===== config.mk =====
export PLATFORM = sky130hd
export DESIGN_NAME = ifetch_refill_arbiter
export DESIGN_NICKNAME = d
export VERILOG_FILES = /design/src/rtl/ifetch_refill_arbiter.sv
export SDC_FILE = /design/constraint.sdc
export NUM_CORES = 1
export LEC_CHECK = 0
export BUFFER_PORTS_ARGS = -buffer_cell sky130_fd_sc_hd__clkbuf_2
export CORE_AREA = 2 2 295 297
export CTS_CLUSTER_SIZE = 20
export DETAILED_ROUTE_END_ITERATION = 8
export DIE_AREA = 0 0 297 299
export HOLD_SLACK_MARGIN = 0.05
export PLACE_DENSITY_LB_ADDON = 0.25
export SKIP_CTS_REPAIR_TIMING = 1
export SKIP_LAST_GASP = 1
export SYNTH_ARGS = -nofsm -noshare
export SYNTH_HDL_FRONTEND = slang
export SYNTH_SLANG_ARGS = --single-unit

===== constraint.sdc =====
create_clock -name clk -period 2.35 [get_ports clk]
set_clock_uncertainty 0.05 [all_clocks]
set_input_delay 0.1175 -clock clk [delete_from_list [all_inputs] [get_ports clk]]
set_output_delay 0.1175 -clock clk [all_outputs]
set_load 0.05 [all_outputs]

===== src/rtl/ifetch_refill_arbiter.sv =====
// ifetch_refill_arbiter: serves icache demand misses from the prefetch buffer or an AXI burst,
// and shares the single AXI read master with the prefetcher when no demand is pending.
module ifetch_refill_arbiter #(
   parameter int BURST_LENGTH = 8
) (
   input  logic        clk,
   input  logic        rst,
   input  logic        miss_req,
   input  logic [31:0] miss_addr,
   output logic        refill_valid,
   output logic [31:0] refill_addr,
   output logic [31:0] refill_data [0:7],
   input  logic [31:0] buff_addr,
   input  logic [31:0] buff_data [0:7],
   input  logic        buff_ready,
   input  logic [31:0] pf_araddr,
   input  logic        pf_arvalid,
   output logic        pf_arready,
   output logic [31:0] pf_rdata,
   output logic        pf_rvalid,
   output logic        pf_rlast,
   input  logic        pf_rready,
   output logic [3:0]  m_arid,
   output logic [31:0] m_araddr,
   output logic [7:0]  m_arlen,
   output logic [2:0]  m_arsize,
   output logic [1:0]  m_arburst,
   output logic        m_arvalid,
   input  logic        m_arready,
   input  logic [31:0] m_rdata,
   input  logic        m_rvalid,
   input  logic        m_rlast,
   input  logic [1:0]  m_rresp,
   output logic        m_rready
);
   typedef enum logic [2:0] {IDLE, HIT, C_AR, C_R, DONE, P_AR, P_R} state_t;
   state_t      state_q, state_d;
   logic        pending_q;
   logic [26:0] line_q;
   logic [31:0] addr_q;
   logic [31:0] data_q [0:7];
   logic [2:0]  count_q;
   logic        unused_bits;
   assign unused_bits = ^{m_rresp, miss_addr[4:0], buff_addr[4:0]};
   always_comb begin
      state_d = state_q;
      case (state_q)
         IDLE: begin
            if (pending_q && buff_ready && buff_addr[31:5] == line_q) state_d = HIT;
            else if (pending_q) state_d = C_AR;
            else if (pf_arvalid && !miss_req) state_d = P_AR;
         end
         HIT:     state_d = IDLE;
         C_AR:    state_d = m_arready ? C_R : C_AR;
         C_R:     state_d = (m_rvalid && m_rlast) ? DONE : C_R;
         DONE:    state_d = IDLE;
         P_AR:    state_d = (pf_arvalid && m_arready) ? P_R : P_AR;
         P_R:     state_d = (m_rvalid && pf_rready && m_rlast) ? IDLE : P_R;
         default: state_d = IDLE;
      endcase
   end
   // The in-flight request address lives in addr_q so later misses only retarget line_q.
   always_ff @(posedge clk or negedge rst) begin
      if (!rst) begin
         state_q   <= IDLE;
         pending_q <= 1'b0;
         line_q    <= '0;
         addr_q    <= '0;
         count_q   <= '0;
         data_q    <= '{default: '0};
      end else begin
         state_q   <= state_d;
         pending_q <= miss_req | (pending_q & (state_q != IDLE));
         if (miss_req) line_q <= miss_addr[31:5];
         if (state_q == IDLE && pending_q) addr_q <= {line_q, 5'b0};
         if (state_d == HIT) data_q <= buff_data;
         else if (state_q == C_R && m_rvalid) data_q[count_q] <= m_rdata;
         if (state_q == DONE) count_q <= '0;
         else if (state_q == C_R && m_rvalid && count_q != 3'd7) count_q <= count_q + 3'd1;
      end
   end
   assign refill_valid = (state_q == HIT) || (state_q == DONE);
   assign refill_addr  = addr_q;
   assign refill_data  = data_q;
   assign m_arid       = (state_q == P_AR) ? 4'd1 : 4'd0;
   assign m_araddr     = (state_q == C_AR) ? addr_q : (state_q == P_AR) ? pf_araddr : '0;
   assign m_arlen      = 8'(BURST_LENGTH - 1);
   assign m_arsize     = 3'd2;
   assign m_arburst    = 2'b01;
   assign m_arvalid    = (state_q == C_AR) || (state_q == P_AR && pf_arvalid);
   assign pf_arready   = (state_q == P_AR) && m_arready;
   assign m_rready     = (state_q == C_R) || (state_q == P_R && pf_rready);
   assign pf_rdata     = (state_q == P_R) ? m_rdata : '0;
   assign pf_rvalid    = (state_q == P_R) && m_rvalid;
   assign pf_rlast     = (state_q == P_R) && m_rlast;
endmodule


==> impl_results.md, run 1 <==
* Worst-margin pin slew at about 0.8 ns
* Die Width at 297 um
* Worst Setup End Kind: flop
* Cts bufs inserted at 40
* CTS tree: built
* Post-route insts no fill at 3467
* Per-instance average area after synthesis at between 10 and 15 um^2
* Critical path start-end classification: flop to flop
* Highest Clock Rate at between 400 and 500 MHz
* Pin count of the biggest net entering global routing at 76
* Max-slew violation count at 0
* Number of maximum-capacitance violations at 0
* Synthesized instance count at approximately 1200
* Minimum clock period after layout at about 2.5 ns
* Maximum resistive drop on vdd at 0.681 mV
* Routed wire length at roughly 73 mm
* Post-synthesis cell type count at 43
* Area growth syn-to-layout at 64.5%
* Run status: finished, violations left
* Final Net Count at ~2700
* Startpoint types: flop
* Critical path data required time at between 2 and 3 ns
* Fin Hold WS at 0.0760 ns
* Core region area at about 86000 um^2
* Commonest cells post-synth: mux2_2 (329), dfrtp_1 (317), mux2_4 (226), and2_1 (40), a22o_1 (27)
* Beginning of the worst hold path: m_rdata[21]
* Headroom to the max-slew limit at a little under half
* Placer Congestion at around 0.84
* Number of placed instances, taps included at 3066
* Flip-flop and latch count after synthesis at approximately 320
* Die height at approximately 300 um
* Dominant cell by count in the synthesized netlist: mux2_2
* Total of endpoints with negative setup slack in the final report at ~250
* Initial standard-cell utilization of the core at between 10% and 20%
* Hold EP: refill_data[117]
* Standard-cell rows at approximately 110
* Areal power density over the cells at 1180 nW/um^2
* DRC violations left at 0
* Average vias per placed instance at between 4 and 5
* Number of global-route vias before repair at 13800
* DRT Pass-1 Iters at 6
* Clock Sinks at about 320
* Netlist Area Pre-Place at between 15000 and 20000 um^2
* Clock transition at the registers of the reported paths at roughly 0.060 ns
* Fin crit share at 105%
* Final hold vios at 0
* Register-to-Register Setup Slack at -0.11 ns
* Maximum count of clock buffers along a single path at 3
* Reg-to-reg startpoint: line_q[8]
* Most area-hungry cell type in the Yosys netlist: dfrtp_1
* Async SR Flop Fraction at 100%
* Largest driver fanout on the critical path at 12
* Final HPWL from detailed placement at just over 50 mm
* Deepest level of the CTS H-tree at 2
* Average detailed-routed wire length per instance at 21.2 um
* Filler cell count at around 8700
* Share of layout cells above drive strength 1 at 65.0%
* WP data arrival at between 2 and 3 ns
* Worst hold path depth at 3
* Setup TNS Final at -16.24 ns
* Share of synthesized area occupied by flip-flops and latches at 46.7%
* Overflow after GRT at 0
* Final worst-path setup slack at -0.109 ns
* Clk Tree Root Cell: clkbuf_16
* Number of ports placed on the die boundary at 770
* Die Area at roughly 90000 um^2
* Clock latency on the worst-skew pair at about 0.54 ns
* Total leakage power at between 10 and 15 nW
* Worst reg-to-reg path cell count at 8
* Global-route wire length before repair at between 90 and 100 mm
* Number of port buffers at around 740
* DRC violation total after the first TritonRoute iteration at 591
* Classification of the worst-slack hold path: input port to flop
* Yosys warns at 0
* Vias after detailed routing at 14100
* Proportion of netlist area held by the largest area contributor at a little under half
* Gr usage total at approximately 15%
* Pwr Total at 33.1 mW
* Post-route antenna net violation count at 0
* Number of synthesized flops with an enable pin at 0
* Initial antenna violation count at 9
* End of the worst register-to-register path: refill_data[18]
* Dominant register cell in the synthesized netlist: dfrtp_1
* Setup repair after global routing missed its margin: yes
* Violated checks: setup timing
* Cell types occupying the most area after synthesis: dfrtp_1 (47%), mux2_2 (22%), mux2_4 (20%)
[power by group]
group / switching, mW / internal (mW)
combinational: 11.6 / 6.67
clock: 2.51 / 3.63
sequential: 1.30 / 7.38
total: 15.4 / 17.7
[metal layers]
metal	global-route usage, %	share of wire, %	vias to the layer above
met1	18.0	43	7072
met3	2.94	4.8	90
met4	3.91	2.1	0
li1	-	-	6411
met2	25.7	51	501
met5	0	0	-
[cell families after synthesis]
kind of cell | share of synthesized area [%]
AOI/OAI and AO/OA | 2.62
xor gates and xnor gates | 0.773
adders and majority gates | 0.147
buffers and inverters | 3.98
DFF | 46.7
muxes | 42.0
other | 0.0442
and+or+nand+nor | 3.81
[state kept, by name, indices dropped and copies added (netlist names)]
signal	flops
count_q	3
line_q	27
pending_q	1
refill_addr	27
refill_data	256
state_q	3
[worst max-delay path: stages (launching register included)]
cell	delay [ns]
dfrtp_1	0.40
nor2b_4	0.13
or4_4	0.52
nor4_4	0.22
nand4_4	0.17
buf_4	0.17
buf_12	0.15
clkbuf_16	0.20
mux2_4	0.30
[layout by cell type, fill, tap and decap left out, types with 4 or more instances in the layout]
cell / instances
buf_8: 4
clkbuf_2: 673
a22o_4: 4
nor2_4: 4
xnor2_1: 13
a22o_1: 23
nand2b_1: 7
clkinv_2: 8
buf_6: 30
dlygate4sd3_1: 291
a21oi_1: 6
conb_1: 21
nor2b_1: 8
clkbuf_16: 61
mux2_4: 227
dfrtp_1: 317
o21ai_0: 12
clkbuf_1: 8
buf_4: 87
buf_16: 6
and2_1: 37
nor2_1: 6
clkbuf_8: 7
inv_1: 11
buf_12: 26
mux2_2: 329
nand2_1: 16
clkbuf_4: 8
[how the worst max path moves through the flow]
stage	endpoint	from
2_1_floorplan	refill_data[204]	state_q[2]
3_3_place_gp	refill_data[14]	line_q[6]
3_5_place_dp	refill_data[48]	line_q[6]
4_1_cts	refill_data[210]	line_q[6]
5_1_grt	refill_data[174]	line_q[8]
6_report	refill_data[18]	line_q[8]
[per-stage QoR]
step / cell area, um^2 / utilization (%) / worst slack (ns)
after floorplan: 17100 / - / 0.000197
after global placement: 22500 / 26.2 / -0.280
after detailed placement: 22500 / 26.2 / -0.284
after CTS: 23800 / 27.7 / -0.299
after global routing: 28000 / 32.5 / -0.218
final: 28000 / 32.5 / -0.109
[area by class of cell]
cell class	count	area (um^2)	area share [%]
clock inverter	14	131	0.470
antenna	3	7.51	0.0269
multi-input combinational	764	8660	31.0
timing repair buffer	1147	8590	30.7
inverter	11	41.3	0.148
sequential	317	7930	28.4
clock buffer	56	1150	4.12
tap	1155	1450	5.17
(Power assumes the default switching activity.)
==> run 2: changes to the inputs <==
==> constraint.sdc (replaced) <==
create_clock -name clk -period 2.35 [get_ports clk]
set_clock_uncertainty 0.05 [all_clocks]
set_input_delay 0.235 -clock clk [delete_from_list [all_inputs] [get_ports clk]]
set_output_delay 0.235 -clock clk [all_outputs]
set_load 0.05 [all_outputs]
==> impl_results.md, run 2 (synthesis gave the netlist of run 1 again) <==
* Run status: finished, violations left (unchanged)
* Violated checks: setup timing (unchanged)
* Most frequent cells in the layout: clkbuf_2 (669), mux2_2 (325), dfrtp_1 (317) (was clkbuf_2 (673), mux2_2 (329), dfrtp_1 (317))
* Top routing layer in use: met4 (unchanged)
* Share of layout cells above drive strength 1 at 65.4% (was 65.0%)
* Relative contribution of sequential cells to total power at 25.7% (was 26.2%)
* Number of ports placed on the die boundary at 770 (unchanged)
* Fin crit share at 103% (was 105%)
* Clock network power share at 19.1% (was 18.6%)
* Classification of the worst-slack hold path: input port to flop (unchanged)
* Gr usage total at 14.4% (was 14.6%)
* Final worst-path setup slack at -0.0640 ns (was -0.109 ns)
* Sw Share at 46.1% (was 46.6%)
* Initial antenna violation count at 5 (was 9)
* Areal power density over the cells at 1200 nW/um^2 (was 1180 nW/um^2)
* Vias after detailed routing at 14200 (was 14100)
* Final Net Count at 2680 (was 2678)
* Global-route wire length before repair at 95.4 mm (was 96.9 mm)
* Maximum resistive drop on vdd at 0.753 mV (was 0.681 mV)
* Total leakage power at 14.7 nW (was 14.6 nW)
* Highest Clock Rate at 414 MHz (was 407 MHz)
* Average detailed-routed wire length per instance at 20.8 um (was 21.2 um)
* Final HPWL from detailed placement at 51.2 mm (was 51.6 mm)
* WP data arrival at 2.81 ns (was 2.85 ns)
* Core region area at 85900 um^2 (unchanged)
* Initial standard-cell utilization of the core at 19.8% (unchanged)
* Detailed route wirelength on metal2 at 36.5 mm (was 37.1 mm)
* Area growth syn-to-layout at 66.4% (was 64.5%)
* Largest driver fanout on the critical path at 11 (was 12)
* Clock transition at the registers of the reported paths at 0.06 ns (about the same)
* Most common cell after layout, fill and taps aside: clkbuf_2 (unchanged)
* Setup TNS Final at -4.04 ns (was -16.24 ns)
* Worst Setup End Kind: flop (unchanged)
* Design Area, Final at 28300 um^2 (was 28000 um^2)
* Startpoint types: flop (unchanged)
* Flip-flop count of the largest register, all copies and words added at 256 (unchanged)
* DRC violations left at 0 (unchanged)
* Overflow after GRT at 0 (unchanged)
* Setup repair after global routing missed its margin: yes (unchanged)
* Routed metal-1 wirelength at 29.4 mm (was 31.2 mm)
* Net switching power figure at 15.6 mW (was 15.4 mW)
* Critical path data required time at 2.75 ns (was 2.74 ns)
* Part of the total power dissipated in combinational logic at 55.2% (about the same)
* Die height at 299 um (unchanged)
* Standard-cell rows at 108 (unchanged)
* Routed length on met3 at 4.22 mm (was 3.54 mm)
* Critical path start-end classification: flop to flop (unchanged)
* Number of port buffers at 736 (unchanged)
* Die Width at 297 um (unchanged)
* Worst-margin pin slew at 0.590 ns (was 0.796 ns)
* Cell Int Power at 18.3 mW (was 17.7 mW)
* Final hold vios at 0 (unchanged)
* Maximum count of clock buffers along a single path at 3 (unchanged)
* Cts bufs inserted at 41 (was 40)
* Average vias per placed instance at 4.08 (was 4.06)
* CTS tree: built (unchanged)
* Placer Congestion at 0.853 (was 0.835)
* Deepest level of the CTS H-tree at 2 (unchanged)
* Pin count of the biggest net entering global routing at 61 (was 76)
* Clk Tree Root Cell: clkbuf_16 (unchanged)
* Headroom to the max-slew limit at 60.6% (was 46.9%)
* Clock latency on the worst-skew pair at 0.56 ns (was 0.54 ns)
* Routed wire length at 72.3 mm (was 73.4 mm)
* Die Area at 88800 um^2 (unchanged)
* Number of global-route vias before repair at 13600 (was 13800)
* Pwr Total at 33.8 mW (was 33.1 mW)
* Max-slew violation count at 0 (unchanged)
* DRC violation total after the first TritonRoute iteration at 487 (was 591)
* Clock Sinks at 317 (unchanged)
* Filler cell count at 8667 (was 8726)
* Total of endpoints with negative setup slack in the final report at 155 (was 254)
* Minimum clock period after layout at 2.41 ns (was 2.46 ns)
* Post-route antenna net violation count at 0 (unchanged)
* Area after DPL at 22600 um^2 (was 22500 um^2)
* Fin Hold WS at 0.0858 ns (was 0.0760 ns)
* DRT Pass-1 Iters at 4 (was 6)
* Number of maximum-capacitance violations at 0 (unchanged)
* Utilization after layout at 32.9% (was 32.5%)
==> run 2: changes by cell type in the layout (fill, tap and decap cells not counted), sizes merged <==
cell / change
buf: +11
clkbuf: -3
clkinvlp: -2
==> run 2: per-layer routing <==
metal,global-route usage [%],vias to the layer above
met3,3.42,102
met4,4.63,0
met2,25.0,531
met5,0,-
li1,-,6432
met1,17.4,7118
==> run 2: path summary, 6_finish.rpt <==
kind / from / cells past startpoint / endpoint / slack (ns)
max in group asynchronous: rst / 3 / refill_addr[31] / 1.26
setup reg to reg: line_q[8] / 8 / refill_data[114] / -0.06
hold / removal: pf_arvalid / 4 / state_q[0] / 0.09
setup / recovery: line_q[8] / 8 / refill_data[114] / -0.06
min in group asynchronous: rst / 2 / refill_data[117] / 0.22
hold reg to reg: line_q[12] / 1 / refill_addr[17] / 0.46
==> run 2: layout make-up <==
cell class / count / area, um^2 / area share, %
diodes: 3 / 7.51 / 0.0265
clock buffers: 63 / 1250 / 4.42
clock inverters: 12 / 120 / 0.425
inverters: 11 / 41.3 / 0.146
multi-input cells: 764 / 8720 / 30.8
flip-flops and latches: 317 / 7930 / 28.1
well taps: 1155 / 1450 / 5.11
repair buffers: 1148 / 8760 / 31.0
==> run 2: power groups by stage <==
stage / logic [mW] / registers (mW) / clock network (mW)
2_1_floorplan: 6.51 / 14.8 / 0
3_3_place_gp: 17.0 / 8.65 / 0
3_5_place_dp: 17.1 / 8.74 / 0
4_1_cts: 17.2 / 8.66 / 6.73
5_1_grt: 19.4 / 8.91 / 6.97
6_report: 18.7 / 8.68 / 6.48
==> run 2: worst max-delay path, stage by stage (launching register included) <==
cell	delay [ns]
dfrtp_1	0.37
nor2b_1	0.13
or4_4	0.52
nor4_4	0.22
nand4_4	0.14
buf_12	0.17
buf_12	0.16
clkbuf_16	0.21
mux2_4	0.30
==> run 2: stage by stage <==
step	cells	setup slack, ns
3_5_place_dp	3068	-0.279
4_1_cts	3143	-0.385
2_1_floorplan	1183	0.000197
6_report	3473	-0.0640
5_1_grt	3472	-0.154
3_3_place_gp	3068	-0.293
==> run 3: changes to the inputs <==
- CORE_AREA: 2 2 295 297 -> 2 2 302 304
- DIE_AREA: 0 0 297 299 -> 0 0 304 306
- clock period: 2.35 -> 3 ns (I/O delays scaled with it)
==> impl_results.md, run 3 (synthesis gave the netlist of run 1 again) <==
* Core region area at 89600 um^2 (was 85900 um^2)
* Cell Int Power at 13.4 mW (was 18.3 mW)
* Average vias per placed instance at 4.00 (was 4.08)
* Number of ports placed on the die boundary at 770 (unchanged)
* Worst Setup End Kind: flop (unchanged)
* Pwr Total at 25.3 mW (was 33.8 mW)
* Standard-cell rows at 110 (was 108)
* Setup repair after global routing missed its margin: no (was yes)
* Share of layout cells above drive strength 1 at 63.3% (was 65.4%)
* Final hold vios at 0 (unchanged)
* Relative contribution of sequential cells to total power at 26.8% (was 25.7%)
* Maximum count of clock buffers along a single path at 3 (unchanged)
* Critical path data required time at 3.39 ns (was 2.75 ns)
* Highest Clock Rate at 349 MHz (was 414 MHz)
* DRT Pass-1 Iters at 4 (unchanged)
* Clock Sinks at 317 (unchanged)
* Routed wire length at 68.7 mm (was 72.3 mm)
* Setup TNS Final at 0 ns (was -4.04 ns)
* Die height at 306 um (was 299 um)
* Overflow after GRT at 0 (unchanged)
* Global-route wire length before repair at 96.4 mm (was 95.4 mm)
* End of the worst register-to-register path: refill_data[204] (was refill_data[114])
* Number of maximum-capacitance violations at 0 (unchanged)
* Headroom to the max-slew limit at 45.8% (was 60.6%)
* Clk Tree Root Cell: clkbuf_16 (unchanged)
* Reg-to-reg startpoint: line_q[6] (was line_q[8])
* Initial antenna violation count at 4 (was 5)
* Most common cell after layout, fill and taps aside: clkbuf_2 (unchanged)
* CTS tree: built (unchanged)
* Clock network power share at 19.8% (was 19.1%)
* Fin Hold WS at 0.0653 ns (was 0.0858 ns)
* Final HPWL from detailed placement at 51.1 mm (was 51.2 mm)
* Pin count of the biggest net entering global routing at 80 (was 61)
* WP data arrival at 3.25 ns (was 2.81 ns)
* End point of the critical path: refill_data[204] (was refill_data[114])
* Clock transition at the registers of the reported paths at 0.06 ns (about the same)
* Classification of the worst-slack hold path: input port to flop (unchanged)
* Most frequent cells in the layout: clkbuf_2 (735), mux2_2 (329), dfrtp_1 (317) (was clkbuf_2 (669), mux2_2 (325), dfrtp_1 (317))
* Die Area at 93000 um^2 (was 88800 um^2)
* Deepest level of the CTS H-tree at 2 (unchanged)
* Average detailed-routed wire length per instance at 20.1 um (was 20.8 um)
* DRC violation total after the first TritonRoute iteration at 492 (was 487)
* Vias after detailed routing at 13700 (was 14200)
* Number of global-route vias before repair at 13600 (about the same)
* Design Area, Final at 26400 um^2 (was 28300 um^2)
* Critical path start-end classification: flop to flop (unchanged)
* Run status: complete, no violations (was finished, violations left)
* Areal power density over the cells at 957 nW/um^2 (was 1200 nW/um^2)
* Worst reg-to-reg path cell count at 8 (unchanged)
* Number of port buffers at 736 (unchanged)
* Final Net Count at 2608 (was 2680)
* Placer Congestion at 0.787 (was 0.853)
* Total leakage power at 13.9 nW (was 14.7 nW)
* Post-route antenna net violation count at 0 (unchanged)
* Launching element of the worst setup path: line_q[6] (was line_q[8])
* Die Width at 304 um (was 297 um)
* Worst-margin pin slew at 0.814 ns (was 0.590 ns)
* Part of the total power dissipated in combinational logic at 53.4% (was 55.2%)
* Total of endpoints with negative setup slack in the final report at 0 (was 155)
* Clock latency on the worst-skew pair at 0.56 ns (about the same)
* Area growth syn-to-layout at 55.6% (was 66.4%)
* Initial standard-cell utilization of the core at 19.0% (was 19.8%)
* Max-slew violation count at 0 (unchanged)
* Register-to-Register Setup Slack at 0.14 ns (was -0.06 ns)
* Gr usage total at 13.8% (was 14.4%)
* Cts bufs inserted at 41 (unchanged)
* Net switching power figure at 11.9 mW (was 15.6 mW)
* Sw Share at 46.9% (was 46.1%)
* Startpoint types: flop (unchanged)
* DRC violations left at 0 (unchanged)
* Area after DPL at 22300 um^2 (was 22600 um^2)
* Maximum resistive drop on vdd at 0.583 mV (was 0.753 mV)
* Minimum clock period after layout at 2.86 ns (was 2.41 ns)
* Flip-flop count of the largest register, all copies and words added at 256 (unchanged)
* Largest driver fanout on the critical path at 40 (was 11)
* Fin crit share at 95.5% (was 103%)
[run 3: cell count changes in the layout (fill, tap and decap cells not counted), sizes merged, moves of 2 or more]
| cell | previous run | this run |
|---|---|---|
| buf | 166 | 58 |
| clkbuf | 754 | 798 |
| diode | 3 | 1 |
| dlygate4sd3 | 291 | 283 |
[run 3: critical path, stage by stage (launching register included)]
cell	delay [ns]
dfrtp_1	0.43
nor2b_1	0.15
a2111o_1	0.34
nor4_1	0.52
buf_4	0.23
nand4_4	0.13
buf_12	0.22
buf_12	0.25
mux2_1	0.34
[run 3: worst min-delay path by stage]
stage,start,endpoint,slack [ns],depth (start not counted)
floorplan,rst,count_q[0],-0.05,0
global placement,rst,refill_data[175],0.32,1
detailed placement,rst,refill_data[143],0.33,1
CTS,rst,refill_data[143],-0.29,1
global route,m_arready,state_q[0],0.07,3
finish,m_arready,state_q[0],0.07,3
[run 3: cell type report]
type	instances	area (um^2)
timing repair buffer	1076	7140
tap	1176	1470
multi-input combinational	764	8520
sequential	317	7930
inverter	11	41.3
clock buffer	63	1200
clock inverter	11	138
fill	9251	63100
antenna	1	2.50
[run 3: metrics by stage]
| stage | utilization, % | instances | setup slack [ns] |
|---|---|---|---|
| after floorplan | - | 1183 | 0.454 |
| after global placement | 24.9 | 3061 | 0.112 |
| after detailed placement | 24.9 | 3061 | 0.128 |
| after CTS | 26.4 | 3135 | 0.125 |
| after global routing | 29.5 | 3418 | 0.0720 |
| final | 29.5 | 3419 | 0.136 |
[run 3: per-layer routing]
layer  track usage, %  wire length (um)
met1             16.8             29000
met2             24.4             34600
met3             2.87              3240
met4             4.41              1770
met5                0                13
[run 3: power groups by stage]
stage               Sequential [mW]  Combinational [mW]  Clock [mW]
detailed placement             6.87                13.3           0
floorplan                      11.6                5.10           0
finish                         6.79                13.5        5.02
global route                   7.00                14.1        5.36
global placement               6.79                13.2           0
CTS                            6.80                13.3        5.23
